--- config.mk ---
export PLATFORM = sky130hd
export DESIGN_NAME = ky32_muldiv_flat
export DESIGN_NICKNAME = d
export VERILOG_FILES = /design/src/rtl/ky32_muldiv_if.sv /design/src/rtl/ky32_muldiv.sv /design/src/flat_wrapper.sv
export SDC_FILE = /design/constraint.sdc
export NUM_CORES = 1
export LEC_CHECK = 0
export CAP_MARGIN = 25
export CORE_MARGIN = 1.5
export CORE_UTILIZATION = 32
export CTS_BUF_LIST = sky130_fd_sc_hd__clkbuf_8
export CTS_CLUSTER_DIAMETER = 50
export DETAILED_ROUTE_END_ITERATION = 10
export GPL_TIMING_DRIVEN = 0
export HOLD_SLACK_MARGIN = 0.08
export PLACE_DENSITY = 0.47
export SETUP_SLACK_MARGIN = 0.5
export SLEW_MARGIN = 20
export SYNTH_ARGS = -nofsm -noshare
export SYNTH_HDL_FRONTEND = slang
export SYNTH_SLANG_ARGS = --single-unit
--- constraint.sdc ---
create_clock -name clk -period 4.6 [get_ports clk]
set_input_delay 0.92 -clock clk [delete_from_list [all_inputs] [get_ports clk]]
set_output_delay 0.92 -clock clk [all_outputs]
set_load 0.02 [all_outputs]
--- src/rtl/ky32_muldiv_if.sv ---
// Request/result bundle between the KY32 execute stage and the multiply/divide unit.
// The execute stage drives the master side; ky32_muldiv sits on the slave side.
interface ky32_muldiv_if;
  logic        start;
  logic [1:0]  op;
  logic [31:0] a;
  logic [31:0] b;
  logic        busy;
  logic        done;
  logic [31:0] hi;
  logic [31:0] lo;

  modport master (
    output start, op, a, b,
    input  busy, done, hi, lo
  );

  modport slave (
    input  start, op, a, b,
    output busy, done, hi, lo
  );
endinterface

--- src/rtl/ky32_muldiv.sv ---
// Iterative 32-bit multiply/divide unit: 32 RUN cycles plus one FIX cycle per op.
// Define KY32_MULDIV_DIV_EN to build the restoring divider; otherwise DIVU/DIV return zero.
module ky32_muldiv (
  input  logic         clk,
  input  logic         rst,
  ky32_muldiv_if.slave bus
);

  typedef enum logic [1:0] {
    IDLE = 2'd0,
    RUN  = 2'd1,
    FIX  = 2'd2
  } state_t;

  state_t      state;
  state_t      state_nxt;
  logic [4:0]  cnt;
  logic [31:0] p_hi;
  logic [31:0] p_lo;
  logic [31:0] opnd;
  logic [31:0] hi_q;
  logic [31:0] lo_q;
  logic        is_div;
  logic        neg_res;
  logic        done_q;
`ifdef KY32_MULDIV_DIV_EN
  logic        neg_rem;
  logic        div_zero;
  logic [31:0] a_raw;
  logic [32:0] shifted;
  logic        ge;
  logic [31:0] div_hi;
  logic [31:0] div_lo;
`endif

  logic        a_neg;
  logic        b_neg;
  logic [31:0] abs_a;
  logic [31:0] abs_b;
  logic [32:0] sum;
  logic [31:0] mul_hi;
  logic [31:0] mul_lo;
  logic [63:0] prod;
  logic [63:0] prod_fix;
  logic [31:0] res_hi;
  logic [31:0] res_lo;

  // Signed ops work on magnitudes; the sign is restored once in FIX.
  always_comb begin
    a_neg = bus.op[0] & bus.a[31];
    b_neg = bus.op[0] & bus.b[31];
    abs_a = a_neg ? 32'd0 - bus.a : bus.a;
    abs_b = b_neg ? 32'd0 - bus.b : bus.b;
  end

  // {p_hi,p_lo} shifts right each cycle, consuming the multiplier from p_lo[0].
  always_comb begin
    sum    = {1'b0, p_hi} + {1'b0, opnd};
    mul_hi = p_lo[0] ? sum[32:1] : {1'b0, p_hi[31:1]};
    mul_lo = {(p_lo[0] ? sum[0] : p_hi[0]), p_lo[31:1]};
  end

`ifdef KY32_MULDIV_DIV_EN
  // Partial remainder in p_hi, dividend shifting out of p_lo as quotient bits shift in.
  always_comb begin
    shifted = {p_hi, p_lo[31]};
    ge      = shifted >= {1'b0, opnd};
    div_hi  = ge ? shifted[31:0] - opnd : shifted[31:0];
    div_lo  = {p_lo[30:0], ge};
  end
`endif

  always_comb begin
    prod     = {p_hi, p_lo};
    prod_fix = neg_res ? 64'd0 - prod : prod;
    res_hi   = prod_fix[63:32];
    res_lo   = prod_fix[31:0];
    if (is_div) begin
`ifdef KY32_MULDIV_DIV_EN
      if (div_zero) begin
        res_hi = a_raw;
        res_lo = 32'hFFFF_FFFF;
      end else begin
        res_hi = neg_rem ? 32'd0 - p_hi : p_hi;
        res_lo = neg_res ? 32'd0 - p_lo : p_lo;
      end
`else
      res_hi = 32'd0;
      res_lo = 32'd0;
`endif
    end
  end

  always_ff @(posedge clk) begin
    if (rst) state <= IDLE;
    else     state <= state_nxt;
  end

  always_comb begin
    state_nxt = state;
    case (state)
      IDLE:    if (bus.start) state_nxt = RUN;
      RUN:     if (cnt == 5'd31) state_nxt = FIX;
      FIX:     state_nxt = IDLE;
      default: state_nxt = IDLE;
    endcase
  end

  // Datapath: latch on accept, one iteration per RUN cycle, publish result in FIX.
  always_ff @(posedge clk) begin
    if (rst) begin
      cnt     <= 5'd0;
      p_hi    <= 32'd0;
      p_lo    <= 32'd0;
      opnd    <= 32'd0;
      hi_q    <= 32'd0;
      lo_q    <= 32'd0;
      is_div  <= 1'b0;
      neg_res <= 1'b0;
      done_q  <= 1'b0;
`ifdef KY32_MULDIV_DIV_EN
      neg_rem  <= 1'b0;
      div_zero <= 1'b0;
      a_raw    <= 32'd0;
`endif
    end else begin
      done_q <= 1'b0;
      case (state)
        IDLE: begin
          if (bus.start) begin
            cnt     <= 5'd0;
            p_hi    <= 32'd0;
            is_div  <= bus.op[1];
            neg_res <= a_neg ^ b_neg;
`ifdef KY32_MULDIV_DIV_EN
            neg_rem  <= a_neg;
            div_zero <= (bus.b == 32'd0);
            a_raw    <= bus.a;
            if (bus.op[1]) begin
              p_lo <= abs_a;
              opnd <= abs_b;
            end else begin
              p_lo <= abs_b;
              opnd <= abs_a;
            end
`else
            p_lo <= abs_b;
            opnd <= abs_a;
`endif
          end
        end
        RUN: begin
          cnt <= cnt + 5'd1;
`ifdef KY32_MULDIV_DIV_EN
          if (is_div) begin
            p_hi <= div_hi;
            p_lo <= div_lo;
          end else begin
            p_hi <= mul_hi;
            p_lo <= mul_lo;
          end
`else
          p_hi <= mul_hi;
          p_lo <= mul_lo;
`endif
        end
        FIX: begin
          hi_q   <= res_hi;
          lo_q   <= res_lo;
          done_q <= 1'b1;
        end
        default: ;
      endcase
    end
  end

  assign bus.busy = (state != IDLE);
  assign bus.done = done_q;
  assign bus.hi   = hi_q;
  assign bus.lo   = lo_q;

endmodule
--- src/flat_wrapper.sv ---
// flat-port wrapper written by rule: the top's interface ports become plain ports
module ky32_muldiv_flat 
  (clk, rst, bus_start, bus_op, bus_a, bus_b, bus_busy, bus_done, bus_hi, bus_lo);
  ky32_muldiv_if bus_i ();
  input  logic clk;
  input  logic rst;
  input wire logic [$bits(bus_i.start)-1:0] bus_start;
  input wire logic [$bits(bus_i.op)-1:0] bus_op;
  input wire logic [$bits(bus_i.a)-1:0] bus_a;
  input wire logic [$bits(bus_i.b)-1:0] bus_b;
  output wire logic [$bits(bus_i.busy)-1:0] bus_busy;
  output wire logic [$bits(bus_i.done)-1:0] bus_done;
  output wire logic [$bits(bus_i.hi)-1:0] bus_hi;
  output wire logic [$bits(bus_i.lo)-1:0] bus_lo;
  assign bus_i.start = bus_start;
  assign bus_i.op = bus_op;
  assign bus_i.a = bus_a;
  assign bus_i.b = bus_b;
  assign bus_busy = bus_i.busy;
  assign bus_done = bus_i.done;
  assign bus_hi = bus_i.hi;
  assign bus_lo = bus_i.lo;
  ky32_muldiv u_core (.clk(clk), .rst(rst), .bus(bus_i));
endmodule
# After elaboration in Yosys (flattened, before gate mapping)

Index checks and enable logic that the tools add are counted.

Register bits after elaboration: 170
Output and inout bits: 66
Bits of input ports: 69
Logic and storage cells: 46

Mux-type cells: 17
Bitwise gates (word level): 3
Eq/ne operators: 5
Reductions and logical operators: 6
$add $sub $neg: 5

Operators by type and width:

| operator                                              | count |
|---|---|
| two-way mux 32 bit                                    | 7 |
| one-hot mux 32 bit (2 select lines)                   | 2 |
| two-way mux 64 bit                                    | 1 |
| subtractor 1 x 32 -> 32 bit, first input constant     | 2 |
| subtractor 1 x 64 -> 64 bit, first input constant     | 1 |
| adder 32 x 32 -> 33 bit                               | 1 |
| one-hot mux 5 bit (2 select lines)                    | 1 |
| AND reduction 2 bit                                   | 3 |
| adder 5 x 1 -> 5 bit, second input constant           | 1 |
| equality test 5 bit, second input constant            | 1 |
| two-way mux 5 bit                                     | 1 |
| two-way mux 2 bit                                     | 2 |
| one-hot mux 2 bit (2 select lines)                    | 1 |
| nonzero test 2 bit                                    | 2 |
| AND 1 bit                                             | 2 |
| equality test 2 x 1 -> 1 bit, second input constant   | 1 |
| equality test 2 bit, second input constant            | 1 |
| logical NOT 2 bit                                     | 1 |
| two-way mux 1 bit                                     | 2 |
| inequality test 2 x 1 -> 1 bit, second input constant | 1 |
| inequality test 2 bit, second input constant          | 1 |
| bitwise XOR 1 bit                                     | 1 |

# Depth between registers and ports, before layout

Gate-level depths: netlist of the first run.

Depth in word-level cells: 4
Depth in mapped cells: 11
Depth with buffers taken out: 11

# Worst setup path before layout of the first run

No wires, ideal clock.

Kind: input-to-reg
Start point: in bus_a[8]
End point: reg u_core.opnd[30]
Buffers on the path: 1
Library setup time: 0.086 ns
Required time: 4.514 ns
Path slack: 1.239 ns
Stages on the path: 8
Arrival: 3.275 ns
Cell sequence: or4_1 -> or3_1 -> or4_1 -> clkbuf_1 -> or3_1 -> o21ai_0 -> xor2_1 -> a211oi_1

Word-level cells in the longest chain between the ends: 2

Ends and longest elaborated chain:

| element                     | RTL line           | source |
|---|---|---|
| start, declared             | flat_wrapper.sv:9  | `input wire logic [$bits(bus_i.a)-1:0] bus_a;` |
| subtractor 1 x 32 -> 32 bit | ky32_muldiv.sv:52  | `abs_a = a_neg ? 32'd0 - bus.a : bus.a;` |
| two-way mux 32 bit          | ky32_muldiv.sv:52  |  |
| end signal, assigned        | ky32_muldiv.sv:148 | `opnd <= abs_a;` |
| end, declared               | ky32_muldiv.sv:20  | `logic [31:0] opnd;` |

No other way between the ends.
A chain may end at the register's enable or synchronous reset.

# Worst setup path after layout of the first run

Same ends and word-level chain as after synthesis.

==> results of run 1 <==
==> cells by family (layout without fill, tap and decap cells) <==
family | Yosys count | after routing | share of synthesized area [%]
muxes | 8 | 8 | 0.7876
DFF | 170 | 170 | 33.47
AOI/OAI and AO/OA | 396 | 396 | 26.15
and+or+nand+nor | 401 | 401 | 18.66
xor gates and xnor gates | 145 | 145 | 12.49
buffers and inverters | 100 | 267 | 3.692
adders and majority gates | 38 | 38 | 4.750
==> critical path: stages <==
cell             delay (ns)
clkdlybuf4s50_1        0.46
or4_1                  0.58
or3_1                  0.38
or4_1                  0.47
clkbuf_1               0.18
or3_1                  0.41
o21ai_0                0.21
xor2_1                 0.22
a211oi_1               0.10
==> where the power goes <==
| part | leakage (uW) | switching, uW | internal, uW |
|---|---|---|---|
| Clock | 0.000198 | 660 | 461 |
| Sequential | 0.00138 | 78.6 | 1530 |
| Combinational | 0.00280 | 404 | 263 |
==> worst max-delay path by stage <==
stage                       to  cells past startpoint     start  slack, ns
2_1_floorplan  u_core.opnd[30]                      8  bus_a[8]       1.24
3_3_place_gp   u_core.opnd[30]                      9  bus_a[8]       0.53
3_5_place_dp   u_core.opnd[30]                      9  bus_a[8]       0.51
4_1_cts        u_core.opnd[30]                      9  bus_a[8]       1.02
5_1_grt        u_core.opnd[30]                      9  bus_a[6]       0.83
6_report       u_core.opnd[30]                      9  bus_a[8]       1.01
==> metal layers <==
layer	GRT usage, %	vias up	share of wire, %	routed length, um
li1	-	4955	-	-
met1	31.90	4609	51	17350
met4	4.733	0	0.85	291
met2	31.57	288	42	14440
met3	1.955	20	6.0	2040
met5	0	-	0	0
==> cell usage in the layout, fill, tap and decap left out, drive strengths merged, types with 25 or more instances in the layout <==
cell type,count
o21ai,114
a211oi,31
inv,25
a22oi,27
a21oi,58
xnor2,49
clkdlybuf4s50,134
xor2,96
a222oi,40
clkbuf,93
o31ai,31
ha,37
nand2,114
nor2,149
dfxtp,170
==> sequential cells by signal, summed over array words and instances (netlist names) <==
signal / flops
u_core.bus.hi: 32
u_core.bus.lo: 32
u_core.opnd: 32
u_core.p_hi: 32
u_core.p_lo: 32
u_core.cnt: 5
u_core.state: 2
u_core.bus.done: 1
u_core.is_div: 1
u_core.neg_res: 1
==> through the flow <==
| stage | std cells | instance area, sq um |
|---|---|---|
| 2_1_floorplan | 1258 | 10170 |
| 3_3_place_gp | 1794 | 12010 |
| 3_5_place_dp | 1795 | 12020 |
| 4_1_cts | 1827 | 12430 |
| 5_1_grt | 1827 | 12430 |
| 6_report | 1827 | 12430 |
==> final cells by class <==
cell class | instances | share of cell area (%)
well taps | 402 | 4.048
clock inverters | 15 | 1.379
clock buffers | 17 | 1.883
plain buffers | 84 | 2.537
flip-flops and latches | 170 | 27.39
repair buffers | 135 | 10.87
multi-input cells | 988 | 51.41
inverters | 16 | 0.4833
==> flow_summary.ini, run 1 <==
[clock_network]
clockBufferDepth = 2
cts_buffers = 17
h-tree-depth = 4
clk_latency_ns = 0.48
cts_tree = done
postCtsSetupBuffers = 0
cts_sinks = 170
root_buffer = clkbuf_8
holdBufCountCts = 0
post_cts_resized = 0
path_clk_slew_ns = 0.10

[die]
die_area_sq_um = 32850
ioPinCount = 135
rows = 65
die_w_um = 181.3
die_h_um = 181.3
core_area_sq_um = 31390
start_util_pct = 32.39

[timing]
worstMarginPinSlew_ns = 0.8588
fin_tns_setup_ns = 0
rsz0062_at_grt = false
hold_viol = 0
slew_viol_final = 0
clock-skew-final_ns = 0.02378
clock.fmax_ghz = 0.2783
fin_crit_sh_pct = 78.12
hold_ws_ns = 0.4611
period_minus_slack_ns = 3.593
max_slew_margin_pct = 42.31
fin_ws_ns = 1.007
setup_viol = 0

[critical_path]
worstPathArrival_ns = 3.93
cp.required_ns = 4.93
r2r_start = u_core.p_lo[0]
reg2regPathDepth = 10
crit_type = primary input to flip-flop
critPathCaptureType = flip-flop
worst_r2r_endpoint = u_core.bus.hi[28]
start_kind = primary input
path_max_fanout = 6
r2r_setup_slack_ns = 1.11

[yosys]
ys_async_sr_fraction_pct = 0
ys_top_cells_by_area = dfxtp_1, xor2_1, o21ai_0, nor2_1, ha_1
syn_area_per_cell_sq_um = 8.082
syn-num-nets = 1365
synth_area_leader_cell = dfxtp_1
syn_inst = 1258
synthesis.area_sq_um = 10170
synth_edf_count = 0
yosysUniqueCellTypes = 59
ys_seq_elements = 170
synth_most_common_cell = dfxtp_1
synth_ff_type = dfxtp_1
synthTopCellsByCount = dfxtp_1, nor2_1, nand2_1, o21ai_0, xor2_1
ys_seq_area_share_pct = 33.47
yosys_warnings = 0
netlist.area_leader.share_pct = 33.47

[finish]
regArea_sq_um = 3403
area_growth_pct = 22.22
finalCoreUtilization_pct = 39.59
fin_nets = 1519
drive_gt1_share_pct = 3.228
diodes = 0
multiInputGateArea_sq_um = 6389
fillCellCount = 3251

[grt]
grt_pass1_wl_mm = 54.02
antenna_found_initial = 0
grt_pass1_vias = 9301
grt_use_total_pct = 20.96
gr-total-overflow = 0
grt_max_degree = 19

[detailed_routing]
drcViolationCount = 0
routed_wl_mm = 34.12
ant_nets = 0
vias = 9872
via_per_inst = 5.403
wl_per_cell_um = 18.67
drt_iter0_drc = 779
drtPass1Iterations = 6

[hold_path]
whs_path_depth = 2
min_from = u_core.bus.lo[22]
worstHoldEndpoint = u_core.bus.lo[22]
worstHoldPathType = flip-flop to flip-flop

[run_status]
outcome = completed

[power]
power_density_nw_per_um2 = 273.0
p_total_uw = 3392
p_leak_uw = 0.004382
max-vdd-ir-drop_mv = 0.1658

[flow_run]
drv_cap = 0

[place]
post-place-ws_ns = 0.5120
dpl.hpwl_mm = 27.01
globalplace.congestion = 0.9073
port_buffers = 134
(Power assumes the default switching activity.)
==> inputs of run 2 (changes only) <==
Settings changed: PLACE_DENSITY 0.47 to 0.49.
Clock period 4.6 ns to 3.2 ns, I/O delays scaled along.
==> run 2 against run 1 <==
Compared with the run above:
- core utilization rose by 2.7 points
- first-iteration DRC count rose by 3.6%
- clock-buffer cell count rose by 1
- critical endpoint is now u_core.bus.hi[31]
- largest power group unchanged
- highest routed layer unchanged
==> flow_summary.ini, run 2 (synthesis gave the netlist of run 1 again) <==
[run_status]
outcome = completed

[timing]
clock-skew-final_ns = 0.02354
hold_ws_ns = 0.4550
fin_crit_sh_pct = 85.90
fin_tns_setup_ns = 0
slew_viol_final = 0
rsz0062_at_grt = true
setup_viol = 0
hold_viol = 0
max_slew_margin_pct = 47.44
clock.fmax_ghz = 0.3638
worstMarginPinSlew_ns = 0.7855
period_minus_slack_ns = 2.749

[critical_path]
crit_slowest_cell = or3_2
r2r_setup_slack_ns = 0.45
worst-path-stages = 7
reg2regPathDepth = 7
critPathCaptureType = flip-flop
crit_path_frequent_cell = or3_4
cp.required_ns = 3.56
endpoint = u_core.bus.hi[31]
path_max_fanout = 6
crit_buf_inv = 0
max_stage_delay_ns = 0.48
crit_type = flip-flop to flip-flop
path_delay_family = simple AND/OR/NAND/NOR gates
worst_r2r_endpoint = u_core.bus.hi[31]
cp_cell_sequence = or3_2, or3_4, or4_4, or3_4, o41ai_4, xor2_1, o21ai_1
worstPathArrival_ns = 3.11
r2r_start = u_core.p_hi[15]
start_kind = flip-flop
cp-startpoint = u_core.p_hi[15]

[clock_network]
path_clk_slew_ns = 0.11
cts_sinks = 170
cts_buffers = 17
cts_tree = done
root_buffer = clkbuf_8
holdBufCountCts = 0
h-tree-depth = 4
clockBufferDepth = 2
clk_latency_ns = 0.47

[finish]
fillCellCount = 3211
regArea_sq_um = 3441
final_common_cell = dfxtp_1
final_cell_mix = dfxtp_1, nor2_1, clkdlybuf4s50_1
area_growth_pct = 30.54
multiInputGateArea_sq_um = 6954
drive_gt1_share_pct = 12.93
fin_nets = 1549
stdcell_count = 1856
diodes = 0

[die]
start_util_pct = 32.39
rows = 65
ioPinCount = 135
die_h_um = 181.3
core_area_sq_um = 31390
die_area_sq_um = 32850
die_w_um = 181.3

[detailed_routing]
drt_iter0_drc = 807
wl_per_cell_um = 18.78
drcViolationCount = 0
drtPass1Iterations = 5
via_per_inst = 5.409
routed_wl_mm = 34.85
ant_nets = 0
vias = 10040

[place]
dpl.hpwl_mm = 26.64
port_buffers = 134
globalplace.congestion = 0.9104
dp_cells = 1794

[hold_path]
worstHoldPathType = flip-flop to flip-flop
min_from = u_core.bus.hi[30]

[grt]
grt_use_total_pct = 20.89
gr-total-overflow = 0
grt_pass1_wl_mm = 53.83
grt_pass1_vias = 9449
grt_max_degree = 17
antenna_found_initial = 0

[flow_run]
drv_cap = 0

[power]
max-vdd-ir-drop_mv = 0.2942
power_density_nw_per_um2 = 371.1
p_leak_uw = 0.004772
run 2: changes by cell type in the layout (fill, tap and decap cells not counted), sizes merged, moves of 2 or more:
cell,before,now
buf,8,47
clkdlybuf4s50,134,121
inv,25,20
dlygate4sd2,0,2
clkinvlp,3,5
dlymetal6s2s,0,4
run 2: where the power goes:
| group | switching (uW) | internal (uW) | leakage [uW] | total [uW] |
|---|---|---|---|---|
| sequential | 121 | 2190 | 0.00139 | 2310 |
| clock | 903 | 651 | 0.000178 | 1550 |
| combinational | 626 | 433 | 0.00320 | 1060 |
| total | 1650 | 3280 | 0.00477 | 4930 |
run 2: how the worst min path moves through the flow:
stage | endpoint | slack, ns | depth (start not counted)
floorplan | u_core.opnd[28] | 0.44 | 2
global placement | u_core.bus.lo[19] | 0.44 | 2
detailed placement | u_core.bus.hi[10] | 0.44 | 2
CTS | u_core.bus.hi[30] | 0.46 | 2
global route | u_core.bus.hi[30] | 0.48 | 2
finish | u_core.bus.hi[30] | 0.45 | 2
run 2: per-layer routing:
metal | vias to the layer above | share of wire (%) | track usage, % | wire length [um]
met5 | - | 0 | 0 | 0
met4 | 0 | 1.2 | 4.900 | 402
met3 | 22 | 5.2 | 3.024 | 1799
met2 | 254 | 43 | 31.63 | 15160
met1 | 4750 | 50 | 30.96 | 17490
li1 | 5013 | - | - | -
run 2: layout make-up:
class | count | share of cell area [%]
Clock buffer | 18 | 1.867
Multi-Input combinational cell | 988 | 52.39
Timing Repair Buffer | 165 | 11.93
Buffer | 84 | 2.602
Inverter | 16 | 0.4902
Tap cell | 402 | 3.790
Clock inverter | 13 | 1.009
Sequential cell | 170 | 25.92
run 2: repair_timing:
action                     4_1_cts  5_1_grt
pin swaps                       38       45
buffers inserted                19       12
resized for setup              113       82
setup endpoints to repair       99       77
run 2: worst reg2reg max path, stage by stage, from the launching register on:
cell and delay (ns):
dfxtp_2 0.39, or3_2 0.48, or3_4 0.41, or4_4 0.44, or3_4 0.44, o41ai_4 0.23
xor2_1 0.19, o21ai_1 0.07
run 2: stage by stage:
step	area [sq um]	setup slack [ns]	utilization [%]	power [uW]
finish	13270	0.4511	42.28	4926
global route	13270	0.3398	42.28	5162
CTS	12910	0.4147	41.12	4904
detailed placement	12050	-0.4218	38.40	3300
global placement	12050	-0.4403	38.40	3300
floorplan	10210	0.2641	-	2922
